**config.mk**
```make
export PLATFORM = sky130hd
export DESIGN_NAME = axil_cmd_sequencer
export DESIGN_NICKNAME = d
export VERILOG_FILES = /design/src/rtl/axil_seq_pkg.sv /design/src/rtl/axil_cmd_fifo.sv /design/src/rtl/axil_cmd_sequencer.sv
export SDC_FILE = /design/constraint.sdc
export NUM_CORES = 1
export LEC_CHECK = 0
export BUFFER_PORTS_ARGS = -buffer_cell sky130_fd_sc_hd__buf_2
export CAP_MARGIN = 25
export CORE_MARGIN = 2
export CORE_UTILIZATION = 45
export DETAILED_ROUTE_END_ITERATION = 12
export GPL_ROUTABILITY_DRIVEN = 0
export MAX_ROUTING_LAYER = met4
export PLACE_DENSITY = 0.7
export SLEW_MARGIN = 10
export SYNTH_ARGS = -nofsm -noshare
export SYNTH_HDL_FRONTEND = slang
export SYNTH_SLANG_ARGS = --single-unit
```
**constraint.sdc**
```tcl
create_clock -name ACLK -period 4.4 [get_ports ACLK]
set_input_delay 0.44 -clock ACLK [delete_from_list [all_inputs] [get_ports ACLK]]
set_output_delay 0.44 -clock ACLK [all_outputs]
set_load 0.05 [all_outputs]
```
**src/rtl/axil_seq_pkg.sv**
```systemverilog
// Shared types and widths for the AXI4-Lite command sequencer.
package axil_seq_pkg;

  localparam int AXIL_DW = 32;
  localparam int AXIL_AW = 32;

  // Sequencer FSM states
  typedef enum logic [2:0] {
    IDLE    = 3'd0,
    ISSUE   = 3'd1,
    WR_WAIT = 3'd2,
    RD_WAIT = 3'd3,
    RSP     = 3'd4
  } seq_state_t;

  // One queued client command
  typedef struct packed {
    logic               write;
    logic [AXIL_AW-1:0] addr;
    logic [AXIL_DW-1:0] wdata;
  } cmd_t;

endpackage

```
**src/rtl/axil_cmd_fifo.sv**
```systemverilog
// Synchronous command FIFO. The head entry is visible combinationally so the
// sequencer can latch it in the same cycle it pops.
module axil_cmd_fifo
  import axil_seq_pkg::*;
#(
  parameter int DEPTH = 4
) (
  input  logic                     clk,
  input  logic                     rst_n,
  input  logic                     push,
  input  cmd_t                     push_data,
  input  logic                     pop,
  output cmd_t                     head,
  output logic                     full,
  output logic                     empty,
  output logic [$clog2(DEPTH):0]   count
);

  localparam int PW = $clog2(DEPTH);
  localparam logic [PW:0] FULL_COUNT = (PW+1)'(DEPTH);

  cmd_t          mem [DEPTH];
  logic [PW-1:0] wr_ptr;
  logic [PW-1:0] rd_ptr;
  logic          do_push;
  logic          do_pop;

  assign full    = (count == FULL_COUNT);
  assign empty   = (count == '0);
  assign do_push = push && !full;
  assign do_pop  = pop && !empty;
  assign head    = mem[rd_ptr];

  // Storage write; contents need no reset since occupancy gates every read
  always_ff @(posedge clk) begin
    if (do_push) begin
      mem[wr_ptr] <= push_data;
    end
  end

  // Pointers wrap naturally at DEPTH; the count carries the extra bit
  always_ff @(posedge clk or negedge rst_n) begin
    if (!rst_n) begin
      wr_ptr <= '0;
      rd_ptr <= '0;
      count  <= '0;
    end else begin
      if (do_push) wr_ptr <= wr_ptr + 1'b1;
      if (do_pop)  rd_ptr <= rd_ptr + 1'b1;
      case ({do_push, do_pop})
        2'b10:   count <= count + 1'b1;
        2'b01:   count <= count - 1'b1;
        default: count <= count;
      endcase
    end
  end

endmodule

```
**src/rtl/axil_cmd_sequencer.sv**
```systemverilog
// Buffers client read/write commands and issues them one at a time to
// axi4_lite_top as single-cycle start pulses, returning read results or
// timeouts over a valid/ready response port.
module axil_cmd_sequencer
  import axil_seq_pkg::*;
#(
  parameter int DEPTH      = 4,
  parameter int WR_SETTLE  = 4,
  parameter int RD_TIMEOUT = 16
) (
  input  logic                     ACLK,
  input  logic                     ARESETN,
  input  logic                     cmd_valid,
  output logic                     cmd_ready,
  input  logic                     cmd_write,
  input  logic [AXIL_AW-1:0]       cmd_addr,
  input  logic [AXIL_DW-1:0]       cmd_wdata,
  output logic                     rsp_valid,
  input  logic                     rsp_ready,
  output logic [AXIL_DW-1:0]       rsp_rdata,
  output logic                     rsp_err,
  output logic                     read_s,
  output logic                     write_s,
  output logic [AXIL_AW-1:0]       address,
  output logic [AXIL_DW-1:0]       W_data,
  input  logic [AXIL_DW-1:0]       read_data_out,
  input  logic                     read_valid_out,
  output logic                     busy,
  output logic [$clog2(DEPTH):0]   cmd_count
);

  localparam logic [7:0] WR_LOAD = 8'(WR_SETTLE - 1);
  localparam logic [7:0] RD_LOAD = 8'(RD_TIMEOUT - 1);

  seq_state_t state;
  seq_state_t state_next;
  logic [7:0] cnt;
  cmd_t       push_data;
  cmd_t       head;
  logic       fifo_full;
  logic       fifo_empty;
  logic       pop;
  logic       issue_load;
  logic       cnt_zero;
  logic       rsp_capture;
  logic       rsp_release;

  assign push_data = '{write: cmd_write, addr: cmd_addr, wdata: cmd_wdata};
  assign cmd_ready = !fifo_full;
  assign busy      = (state != IDLE) || !fifo_empty;
  assign cnt_zero  = (cnt == 8'd0);

  axil_cmd_fifo #(
    .DEPTH(DEPTH)
  ) u_fifo (
    .clk       (ACLK),
    .rst_n     (ARESETN),
    .push      (cmd_valid),
    .push_data (push_data),
    .pop       (pop),
    .head      (head),
    .full      (fifo_full),
    .empty     (fifo_empty),
    .count     (cmd_count)
  );

  // State register
  always_ff @(posedge ACLK or negedge ARESETN) begin
    if (!ARESETN) begin
      state <= IDLE;
    end else begin
      state <= state_next;
    end
  end

  // Next-state logic; data beats a same-cycle timeout in RD_WAIT
  always_comb begin
    state_next = state;
    case (state)
      IDLE:    if (!fifo_empty) state_next = ISSUE;
      ISSUE:   state_next = head.write ? WR_WAIT : RD_WAIT;
      WR_WAIT: if (cnt_zero) state_next = IDLE;
      RD_WAIT: if (read_valid_out || cnt_zero) state_next = RSP;
      RSP:     if (rsp_ready) state_next = IDLE;
      default: state_next = IDLE;
    endcase
  end

  // Output/control decode for the datapath registers
  always_comb begin
    issue_load  = (state == IDLE) && !fifo_empty;
    pop         = (state == ISSUE);
    rsp_capture = (state == RD_WAIT) && (read_valid_out || cnt_zero);
    rsp_release = (state == RSP) && rsp_ready;
  end

  // Latch the head command and raise the start pulse for the ISSUE cycle
  always_ff @(posedge ACLK or negedge ARESETN) begin
    if (!ARESETN) begin
      read_s  <= 1'b0;
      write_s <= 1'b0;
      address <= '0;
      W_data  <= '0;
    end else begin
      read_s  <= issue_load && !head.write;
      write_s <= issue_load && head.write;
      if (issue_load) begin
        address <= head.addr;
        W_data  <= head.write ? head.wdata : '0;
      end
    end
  end

  // Settle/timeout counter, loaded while issuing and counted down while waiting
  always_ff @(posedge ACLK or negedge ARESETN) begin
    if (!ARESETN) begin
      cnt <= 8'd0;
    end else if (state == ISSUE) begin
      cnt <= head.write ? WR_LOAD : RD_LOAD;
    end else if (((state == WR_WAIT) || (state == RD_WAIT)) && !cnt_zero) begin
      cnt <= cnt - 8'd1;
    end
  end

  // Response register, held stable until the client accepts it
  always_ff @(posedge ACLK or negedge ARESETN) begin
    if (!ARESETN) begin
      rsp_valid <= 1'b0;
      rsp_rdata <= '0;
      rsp_err   <= 1'b0;
    end else if (rsp_capture) begin
      rsp_valid <= 1'b1;
      rsp_rdata <= read_valid_out ? read_data_out : '0;
      rsp_err   <= !read_valid_out;
    end else if (rsp_release) begin
      rsp_valid <= 1'b0;
    end
  end

endmodule

```
## Word-level counts from Yosys, hierarchy flattened

Memories as Yosys holds them, arrays and structs flattened.
Cells that the tools add are included.

- Register bits: 118
- Memory bits (writable): 260
- Word-level logic and storage cells: 69
- Memories: 1

Memory list:

| memory | depth | width | rd ports | clocked after Yosys merged registers in | wr ports | line | source |
|---|---|---|---|---|---|---|---|
| u_fifo.mem | 4 | 65 | 1 | 0 | 1 | axil_cmd_fifo.sv:22 | `cmd_t mem [DEPTH];` |

- $add $sub $neg: 5
- Equality and inequality tests: 11
- Mux-type cells: 16
- Reduce and logical (&&, ||, !) cells: 24

Operator list:

| cell | count |
|---|---|
| two-way mux 32 bit | 2 |
| two-way mux 8 bit | 2 |
| one-hot mux 3 bit (5 select lines) | 1 |
| two-way mux 3 bit | 4 |
| logical AND 1 bit | 8 |
| zero test 8 bit | 1 |
| != test 2 bit (second input constant) | 4 |
| subtractor 8 x 1 -> 8 bit (second input constant) | 1 |
| == test 3 x 2 -> 1 bit (second input constant) | 2 |
| == test 3 bit (second input constant) | 2 |
| zero test 3 bit | 2 |
| one-hot mux 3 bit (2 select lines) | 1 |
| nonzero test 2 bit | 3 |
| zero test 1 bit | 5 |
| two-way mux 1 bit | 5 |
| adder 2 x 1 -> 2 bit (second input constant) | 2 |
| two-way mux 4 bit | 1 |
| AND reduction 4 bit | 1 |
| adder 3 x 1 -> 3 bit (second input constant) | 1 |
| == test 3 x 1 -> 1 bit (second input constant) | 1 |
| logical OR 1 bit | 3 |
| nonzero test 3 bit | 1 |
| subtractor 3 x 1 -> 3 bit (second input constant) | 1 |
| == test 2 x 1 -> 1 bit (second input constant) | 1 |
| == test 2 bit (second input constant) | 1 |

## Depth between registers and ports, before layout

Gate-level depths: netlist (run 1).

- Word-level depth: 5
- Depth in mapped cells: 10
- Depth with buffers taken out: 10

## Modules after synthesis

A second synthesis (run 1) with hierarchy kept.

- Cell total of the unflattened synthesis: 810
- Area total of the unflattened synthesis: 14267.4 µm²

Modules (own cells, without submodules):

| module | instances | cells each | area an instance (µm²) |
|---|---|---|---|
| axil_cmd_fifo | 1 | 378 | 9833.2 |
| axil_cmd_sequencer | 1 | 432 | 4434.3 |

## Worst setup path after synthesis (run 1)

No wires, ideal clock.

- Path kind: register -> register
- Start point: register u_fifo.count[0]
- End point: memory u_fifo.mem[0][0] in the netlist's numbering (enable)
- Setup time: 0.430 ns
- Data arrival time: 2.992 ns
- Setup slack: 0.977 ns
- Cell stages (with the launch flop): 4
- Buffers on the path: 0
- Period minus slack after synthesis: 3.423 ns
- Path through: dfrtp_1 inv_1 nand3_1 and3_1

- Word-level cells in the longest chain between the ends: 5

Ends and longest elaborated chain:

| item | line | source |
|---|---|---|
| start, declared | axil_cmd_fifo.sv:16 | `output logic [$clog2(DEPTH):0] count` |
| start signal, assigned | axil_cmd_fifo.sv:51 | `2'b10: count <= count + 1'b1;` |
| start signal, assigned | axil_cmd_fifo.sv:52 | `2'b01: count <= count - 1'b1;` |
| start signal, assigned | axil_cmd_fifo.sv:53 | `default: count <= count;` |
| == test 3 bit | axil_cmd_fifo.sv:28 | `assign full = (count == FULL_COUNT);` |
| zero test 1 bit | - |  |
| named net cmd_ready | axil_cmd_sequencer.sv:14 | `output logic cmd_ready,` |
| logical AND 1 bit | axil_cmd_fifo.sv:30 | `assign do_push = push && !full;` |
| two-way mux 1 bit | axil_cmd_fifo.sv:36 | `if (do_push) begin` |
| two-way mux 1 bit (implied by the code) | axil_cmd_fifo.sv:37 | `mem[wr_ptr] <= push_data;` |
| end, declared | axil_cmd_fifo.sv:22 |  |

The timed path passes the listed nets, and every way through them passes these cells.

## Worst setup path after layout (run 1)

- Start point: register state[0]
- End point: register u_fifo.count[2]

- Word-level cells in the longest chain between the ends: 4

Ends and longest elaborated chain:

| item | line | source |
|---|---|---|
| start, declared | axil_cmd_sequencer.sv:35 | `seq_state_t state;` |
| start signal, assigned | axil_cmd_sequencer.sv:72 | `state <= state_next;` |
| == test 3 x 1 -> 1 bit * | axil_cmd_sequencer.sv:92 | `pop = (state == ISSUE);` |
| logical AND 1 bit * | axil_cmd_fifo.sv:31 | `assign do_pop = pop && !empty;` |
| named net u_fifo.do_pop | axil_cmd_fifo.sv:26 | `logic do_pop;` |
| == test 2 x 1 -> 1 bit or == test 2 bit (tied branches) | axil_cmd_fifo.sv:50 | `case ({do_push, do_pop})` |
| one-hot mux 3 bit (2 select lines) or nonzero test 2 bit (tied branches) | - |  |

Mark *: on every way through the listed nets, which the timed path passes. The rest lies on a longest branch.
A chain may end at the register's enable or synchronous reset.

==> impl_metrics.ini, run 1 <==
[placement]
dp.cells = 1312
dpl_worst_slack_ns = 1.98
io_buffers = 206
place_area_um2 = 15700
dp_hpwl_mm = 16.0

[sta]
setup_slack_ns = 2.01
tightest_slew_ns = 0.915
rsz0062_at_grt = false
timing.final.crit_period_ns = 2.39
fmax_mhz = 419
fin_worst_skew_ns = 0.0197
hold_violations = 0
finalSetupViolations = 0
maxSlewViolCount = 0
finalCritPeriodShare_pct = 54.2
slew_headroom_pct = 39.0
finalSetupTns_ns = 0

[layout]
multiInputGateArea_um2 = 3240
final_cell_area_um2 = 17000
layout.cells.non_filler = 1388
nets = 1062
fill_cells = 2515
seq_area_um2 = 10800
syn_to_final_growth_pct = 19.3
drive_gt1_share_pct = 38.4

[worst_setup_path]
rr_endpoint = u_fifo.count[2]$_DFFE_PN0P_
startpoint_type = register
required_ns = 4.84
end_kind = register
path_max_fanout = 8
rr_startpoint = state[0]$_DFFE_PN0P_
path_class = register to register
r2r_cells = 8
reg2reg_setup_slack_ns = 2.01
cp.arrival_ns = 2.82

[pwr]
power.leakage_uw = 0.00656
total_power_uw = 13400
power-per-cell-area_nw_per_um2 = 786
max-vdd-ir-drop_mv = 0.522

[clock_network]
cts.sinks = 378
ctsHoldBuffers = 0
postCtsSetupBuffers = 0
clkTransAtPathRegs_ns = 0.06
clkLatencyLatePin_ns = 0.52
cts-root-buf = clkbuf_16
clockBufferDepth = 3
htreeDepth = 2
cts_tree = yes
cts_inserted_buffers = 39
cts_resized = 0

[synthesis]
synthCells = 731
netlist_area_um2 = 14300
synth_common_cells = 260 x edfxtp_1, 118 x dfrtp_1, 55 x mux4_2
synth_edf_count = 260
synthArstFlopShare_pct = 31.2
syn-num-nets = 841
synth-seq-cells = 378
yosysWarnings = 0
synth_ff_type = edfxtp_1
ys_seq_area_share_pct = 75.5
yosysMostFrequentCell = edfxtp_1
syn_avg_cell_area_um2 = 19.5
synth_cell_types = 45
synth_top_area_cell = edfxtp_1
synth_top_area_share_pct = 54.8
yosys-top-cells-area = edfxtp_1 55%, dfrtp_1 21%, mux4_2 8.7%, mux2_2 2.7%, a22o_1 2.0%

[die]
initial_core_util_pct = 45.4
pin_count = 207
die-area_um2 = 33100
die_x_um = 182
coreArea_um2 = 31400
rows = 65
die_y_um = 182

[route]
vias = 7277
wl_mm = 27.2
drtAntennaViolNets = 0
drc = 0
first_pass_iters = 4
wl_per_cell_um = 19.6
routed_via_density = 5.24
drtIter0Drc = 394

[global_routing]
antenna_found_initial = 6
grt_pass1_vias = 7504
grt_pass1_wl_mm = 42.0
grt-ovfl-total = 0
grt_usage_pct = 17.1
grt_max_degree = 93

[run_status]
status = complete, no violations

[hold_path]
worstHoldPathType = primary input to async pin

[job]
drv_cap = 0
[cells in the final DEF (no fill, tap or decap), types with 7 or more instances in the layout]
master     instances
xnor2_1            8
nand2b_1          32
dfrtp_1          116
mux4_1             9
nor2_1             7
a21oi_1            7
a22o_1            32
nand2_1           41
mux2_2            34
inv_1              9
clkbuf_1          10
o21ai_0           36
mux4_2            55
edfxtp_1         260
ha_1               7
buf_4              7
buf_2            205
clkinv_2           7
clkbuf_16         39
[how the worst max path moves through the flow]
stage	from	end	slack [ns]	cells after the start
CTS	u_fifo.count[0]$_DFFE_PN0P_	W_data[20]$_DFFE_PN0N_	1.95	4
floorplan	u_fifo.count[0]$_DFFE_PN0P_	u_fifo.mem[0][0]$_DFFE_PP_	0.98	3
global placement	u_fifo.rd_ptr[1]$_DFFE_PN0P_	W_data[26]$_DFFE_PN0N_	2.05	4
global route	state[0]$_DFFE_PN0P_	u_fifo.count[2]$_DFFE_PN0P_	1.79	8
detailed placement	u_fifo.count[0]$_DFFE_PN0P_	W_data[3]$_DFFE_PN0N_	1.98	4
finish	state[0]$_DFFE_PN0P_	u_fifo.count[2]$_DFFE_PN0P_	2.01	8
[kinds of logic after synthesis]
family / share of synthesized area [%]
multiplexers: 13.2
XOR/XNOR: 0.676
AND/OR/NAND/NOR: 4.14
flip-flops: 75.5
adder cells (fa/ha/maj): 0.755
buffers and inverters: 1.94
AO/OA/AOI/OAI: 3.82
[registers in the layout, summed over array words and instances (netlist names), 2 cells and up]
register and cells:
u_fifo.count 3, W_data 32, rsp_rdata 32, u_fifo.wr_ptr 2
u_fifo.mem 260, cnt 8, state 3, u_fifo.rd_ptr 2
address 32
[critical path, stage by stage (launching register included)]
cell     delay [ns]
dfrtp_1        0.49
or3b_1         0.49
nor2_1         0.27
ha_1           0.23
inv_1          0.06
fa_1           0.37
xor2_1         0.15
nor2_1         0.11
xor2_1         0.16
[where the power goes]
group | switching, uW | leakage [uW] | total [uW] | internal [uW]
registers | 592 | 0.00385 | 5450 | 4850
logic | 3000 | 0.00210 | 4700 | 1700
clock network | 1300 | 0.000619 | 3230 | 1930
[metrics by stage]
stage               utilization (%)  hold slack [ns]
floorplan                         -            0.144
global placement               49.8            0.455
detailed placement             50.0            0.465
CTS                            54.0           0.0560
global route                   54.2           0.0764
finish                         54.2           0.0105
[final cells by class]
class | count | area share (%)
Antenna cell | 6 | 0.0883
Clock buffer | 52 | 6.20
Clock inverter | 17 | 1.24
Inverter | 9 | 0.199
Multi-Input combinational cell | 307 | 19.1
Sequential cell | 378 | 63.3
Tap cell | 402 | 2.96
Timing Repair Buffer | 217 | 6.90
[routing by layer]
metal / up-vias / track usage [%] / wire length, um
li1: 3300 / - / -
met1: 3701 / 22.2 / 11900
met2: 231 / 27.0 / 13000
met3: 45 / 3.91 / 1700
met4: 0 / 5.26 / 562
met5: - / - / 0
Note: power is estimated with default switching activity, not from simulation.
==> inputs of run 2 (changes only) <==
==> constraint.sdc (replaced) <==
create_clock -name ACLK -period 2.3 [get_ports ACLK]
set_input_delay 0.23 -clock ACLK [delete_from_list [all_inputs] [get_ports ACLK]]
set_output_delay 0.23 -clock ACLK [all_outputs]
set_load 0.05 [all_outputs]
==> run 2 against run 1 <==
Net effect:
- die area did not move
- register-to-register slack got worse by 1.9 ns
- final area rose by 7.6%
- fmax rose by 12%
==> impl_metrics.ini, run 2 (synthesis gave the netlist of run 1 again) <==
[route]
vias = 7655
dr.max_layer_used = met4
met2_wirelength_mm = 14.6
drtIter0Drc = 556
drc = 0
routed_via_density = 5.11
wl_met3_mm = 1.62
drtAntennaViolNets = 0
met1_length_mm = 12.5
wl_mm = 29.2
wl_per_cell_um = 19.5
first_pass_iters = 4

[clock_network]
postCtsSetupBuffers = 0
htreeDepth = 2
cts_tree = yes
clockBufferDepth = 3
cts.sinks = 378
cts_inserted_buffers = 40
clkTransAtPathRegs_ns = 0.06
cts-root-buf = clkbuf_16
clkLatencyLatePin_ns = 0.52

[pwr]
total_power_uw = 26500
max-vdd-ir-drop_mv = 0.844
power-per-cell-area_nw_per_um2 = 1450
power.leakage_uw = 0.00713

[layout]
seq_area_um2 = 10800
multiInputGateArea_um2 = 3260
top_register = u_fifo.mem
fill_cells = 2330
diodes = 0
most-common-layout-cells = 260 x edfxtp_1, 205 x buf_2, 113 x dfrtp_1
nets = 1174
largest_register_ff_count = 260
syn_to_final_growth_pct = 28.4
final_common_cell = edfxtp_1
drive_gt1_share_pct = 36.8

[global_routing]
grt_max_degree = 66
grt_usage_pct = 18.4
grt-ovfl-total = 0
antenna_found_initial = 0
grt_pass1_vias = 8224
grt_pass1_wl_mm = 45.5

[worst_setup_path]
required_ns = 2.73
rr_startpoint = state[1]$_DFFE_PN0P_
r2r_cells = 8
crit_family = simple AND/OR/NAND/NOR gates
path_max_fanout = 7
cp.arrival_ns = 2.57
startpoint_type = register
crit_slowest_cell = dfrtp_1
path_cells = or3b_1, nor2_2, ha_1, inv_1, fa_1, xor2_1, nor2_1, xor2_1
reg2reg_setup_slack_ns = 0.16
max_stage_delay_ns = 0.43
end_kind = register
path_class = register to register
crit_buf_inv = 1
cp_common_cell = xor2_1
rr_endpoint = u_fifo.count[2]$_DFFE_PN0P_

[die]
die_x_um = 182
die-area_um2 = 33100
die_y_um = 182
rows = 65
coreArea_um2 = 31400
initial_core_util_pct = 45.4
pin_count = 207

[placement]
dp_hpwl_mm = 16.8
io_buffers = 206

[sta]
hold_ws_ns = 0.0405
fin_worst_skew_ns = 0.0137
finalSetupViolations = 0
slew_headroom_pct = 49.4
finalCritPeriodShare_pct = 92.9
maxSlewViolCount = 0
timing.final.crit_period_ns = 2.14
tightest_slew_ns = 0.759
fmax_mhz = 468
finalSetupTns_ns = 0
hold_violations = 0
rsz0062_at_grt = false

[job]
drv_cap = 0

[hold_path]
holdPathStages = 3
hold_end = state[1]$_DFFE_PN0P_
min_from = read_valid_out
worstHoldPathType = primary input to register

[run_status]
status = complete, no violations
-- run 2: cell count changes in the layout (fill, tap and decap cells not counted), moves of 3 or more --
cell / change
dlygate4sd3_1: +99
buf_12: +9
diode_2: -6
buf_4: +5
clkbuf_1: -5
clkbuf_16: +4
dfrtp_1: -3
dfrtp_2: +3
-- run 2: layout make-up --
class	count	share of cell area, %
tap	402	2.75
sequential	378	58.9
clock buffer	53	6.36
inverter	9	0.185
timing repair buffer	328	12.8
multi-input combinational	307	17.8
clock inverter	21	1.26
-- run 2: worst max path at each step --
stage	depth (start not counted)	to	from	slack [ns]
2_1_floorplan	10	u_fifo.count[2]$_DFFE_PN0P_	u_fifo.count[0]$_DFFE_PN0P_	0.07
3_3_place_gp	8	u_fifo.count[2]$_DFFE_PN0P_	state[1]$_DFFE_PN0P_	0.19
3_5_place_dp	8	u_fifo.count[2]$_DFFE_PN0P_	state[1]$_DFFE_PN0P_	0.13
4_1_cts	8	u_fifo.count[2]$_DFFE_PN0P_	state[1]$_DFFE_PN0P_	0.10
5_1_grt	8	u_fifo.count[2]$_DFFE_PN0P_	state[1]$_DFFE_PN0P_	0.02
6_report	8	u_fifo.count[2]$_DFFE_PN0P_	state[1]$_DFFE_PN0P_	0.16
-- run 2: routing by layer --
layer / vias to the layer above / global-route usage [%]
met5: - / -
met4: 0 / 4.74
met3: 40 / 4.25
met2: 199 / 30.7
met1: 3896 / 23.0
li1: 3520 / -
-- run 2: stage by stage --
stage          setup WS [ns]  std cells  instance area [um^2]  utilization [%]
6_report               0.162       1498                 18300             58.3
3_3_place_gp           0.187       1325                 15900             50.7
3_5_place_dp           0.129       1325                 15900             50.7
5_1_grt               0.0211       1498                 18300             58.3
4_1_cts                0.105       1498                 18300             58.3
2_1_floorplan         0.0653        731                 14300                -
-- run 2: worst reg2reg max path, stage by stage, from the launching register on --
cell     delay [ns]
dfrtp_1        0.43
or3b_1         0.43
nor2_2         0.15
ha_1           0.19
inv_1          0.06
fa_1           0.37
xor2_1         0.15
nor2_1         0.11
xor2_1         0.17
-- run 2: repair_timing --
item | in CTS | in global routing
hold endpoints to repair | 341 | 0
resized for setup | 0 | 1
setup endpoints to repair | 0 | 1
hold buffers | 99 | 0
-- run 2: report_power, final --
part	switching, uW	total [uW]	internal (uW)
registers	827	10100	9290
logic	6220	9800	3590
clock network	2570	6610	4040
total	9620	26500	16900
==> inputs of run 3 (changes only) <==
--- a/config.mk
+++ b/config.mk
@@ -5,10 +5,11 @@
 export SDC_FILE = /design/constraint.sdc
 export NUM_CORES = 1
 export LEC_CHECK = 0
-export BUFFER_PORTS_ARGS = -buffer_cell sky130_fd_sc_hd__buf_2
+export BUFFER_PORTS_ARGS = -buffer_cell sky130_fd_sc_hd__buf_4
 export CAP_MARGIN = 25
 export CORE_MARGIN = 2
 export CORE_UTILIZATION = 45
+export CTS_CLUSTER_SIZE = 40
 export DETAILED_ROUTE_END_ITERATION = 12
 export GPL_ROUTABILITY_DRIVEN = 0
 export MAX_ROUTING_LAYER = met4
==> constraint.sdc (replaced) <==
create_clock -name ACLK -period 2 [get_ports ACLK]
set_input_delay 0.2 -clock ACLK [delete_from_list [all_inputs] [get_ports ACLK]]
set_output_delay 0.2 -clock ACLK [all_outputs]
set_load 0.05 [all_outputs]
==> run 3 against run 2 <==
Net effect:
- via count grew 0.60%
- register-to-register slack lost 0.11 ns
- largest cell class unchanged
- sequential power grew 15%
- final area grew 3.2%
- routed wire length grew 1.3%
- clock power grew 14%
- fmax grew 10%
- total power grew 18%
- first-iteration DRC count shrank 36%
- critical path depth is the same
- non-clock buffer count grew 7
- critical path type unchanged
==> impl_metrics.ini, run 3 (synthesis gave the netlist of run 1 again) <==
[die]
initial_core_util_pct = 45.4
die_x_um = 182
die_y_um = 182
rows = 65
pin_count = 207
die-area_um2 = 33100
coreArea_um2 = 31400

[worst_setup_path]
max_stage_delay_ns = 0.42
rr_startpoint = state[2]$_DFFE_PN0P_
cp.arrival_ns = 2.38
path_class = register to register
path_cells = or3b_4, nor2_4, ha_4, inv_2, fa_2, xor2_1, nor2_1, xor2_1
crit_slowest_cell = or3b_4
end_kind = register
path_max_fanout = 2
rr_endpoint = u_fifo.count[2]$_DFFE_PN0P_
cp_common_cell = xor2_1
startpoint_type = register
required_ns = 2.44
reg2reg_setup_slack_ns = 0.06
r2r_cells = 8
crit_start = state[2]$_DFFE_PN0P_

[clock_network]
cts_tree = yes
clockBufferDepth = 3
cts.sinks = 378
cts_inserted_buffers = 41
htreeDepth = 2
clkLatencyLatePin_ns = 0.54
clkTransAtPathRegs_ns = 0.06
cts-root-buf = clkbuf_16

[layout]
most-common-layout-cells = 260 x edfxtp_1, 223 x buf_4, 112 x dfrtp_1
seq_area_um2 = 10800
top_register = u_fifo.mem
fill_cells = 2251
final_common_cell = edfxtp_1
largest_register_ff_count = 260
diodes = 0
final_util_pct = 60.2
drive_gt1_share_pct = 37.6
syn_to_final_growth_pct = 32.5
multiInputGateArea_um2 = 3290
nets = 1182

[hold_path]
worstHoldPathType = primary input to register
min_from = read_valid_out
hold_end = state[1]$_DFFE_PN0P_
holdPathStages = 3

[pwr]
max-vdd-ir-drop_mv = 1.11
p_int_uw = 20100
comb_power_share_pct = 38.8
p_sw_uw = 11200
p_seq_share_pct = 37.2
pwr-share-clk_pct = 24.0
power-per-cell-area_nw_per_um2 = 1660
netSwitchingFraction_pct = 35.9
power.leakage_uw = 0.00729

[global_routing]
grt_pass1_vias = 8197
grt_pass1_wl_mm = 46.0
antenna_found_initial = 0
grt_max_degree = 64
grt_usage_pct = 18.6
grt-ovfl-total = 0

[run_status]
status = complete, no violations

[sta]
finalSetupTns_ns = 0
fin_worst_skew_ns = 0.0258
maxSlewViolCount = 0
rsz0062_at_grt = true
tightest_slew_ns = 0.722
finalCritPeriodShare_pct = 97.1
slew_headroom_pct = 51.8
finalSetupViolations = 0
timing.final.crit_period_ns = 1.94
fmax_mhz = 515
hold_violations = 0

[job]
drv_cap = 0

[route]
wl_per_cell_um = 19.6
drc = 0
routed_via_density = 5.11
vias = 7701
first_pass_iters = 6
drtIter0Drc = 355
wl_mm = 29.6
drtAntennaViolNets = 0

[placement]
io_buffers = 206
dp_hpwl_mm = 16.8
## run 3: changes by cell type in the layout (fill, tap and decap cells not counted), sizes merged
| cell | before | now |
|---|---|---|
| clkinv | 13 | 14 |
| inv | 11 | 10 |
| clkbuf | 53 | 55 |
| buf | 229 | 236 |
## run 3: layout make-up
class | instances | area share, %
clock buffer | 55 | 5.98
tap | 402 | 2.66
multi-input combinational | 307 | 17.4
timing repair buffer | 335 | 15.4
sequential | 378 | 57.0
clock inverter | 21 | 1.27
inverter | 9 | 0.179
## run 3: worst max-delay path, delay by kind of cell, from the launching register on
| kind | cells | cell delay (ns) |
|---|---|---|
| xor+xnor | 2 | 0.30 |
| fa+ha+maj | 2 | 0.46 |
| flops | 1 | 0.38 |
| buf+inv | 1 | 0.03 |
| simple gates | 3 | 0.68 |
## run 3: worst max-delay path by stage
stage | end
global placement | u_fifo.count[2]$_DFFE_PN0P_
global route | u_fifo.count[2]$_DFFE_PN0P_
CTS | u_fifo.count[2]$_DFFE_PN0P_
finish | u_fifo.count[2]$_DFFE_PN0P_
detailed placement | u_fifo.count[2]$_DFFE_PN0P_
floorplan | u_fifo.count[2]$_DFFE_PN0P_
## run 3: power by group through the flow
stage	Combinational [uW]	Sequential, uW	Clock (uW)
2_1_floorplan	5410	14700	0
3_3_place_gp	12000	11700	0
3_5_place_dp	12100	11800	0
4_1_cts	12300	11600	7710
5_1_grt	13000	11800	8010
6_report	12100	11600	7510
## run 3: per-layer routing
metal,vias up,part of all wire (%),GRT usage (%)
met4,0,1.6,4.35
met1,3915,43,23.8
met2,213,49,30.5
met3,36,6.1,4.25
li1,3537,-,-
met5,-,0,-
## run 3: through the flow
| stage | hold WS [ns] | cells | setup slack [ns] | power (uW) | instance area, um^2 |
|---|---|---|---|---|---|
| 2_1_floorplan | -0.0956 | 731 | -0.0896 | 20100 | 14300 |
| 3_3_place_gp | 0.117 | 1330 | 0.0529 | 23600 | 16500 |
| 3_5_place_dp | 0.118 | 1330 | 0.00324 | 23900 | 16500 |
| 4_1_cts | 0.0166 | 1505 | 0.0166 | 31600 | 18900 |
| 5_1_grt | 0.0564 | 1507 | -0.0318 | 32800 | 18900 |
| 6_report | 0.0413 | 1507 | 0.0572 | 31300 | 18900 |
## run 3: timing repair
item | in CTS | in global routing
pin swaps | 0 | 6
resized for setup | 2 | 1
setup endpoints to repair | 2 | 30
hold endpoints to repair | 412 | 0
hold buffers | 99 | 0
setup buffers | 0 | 2
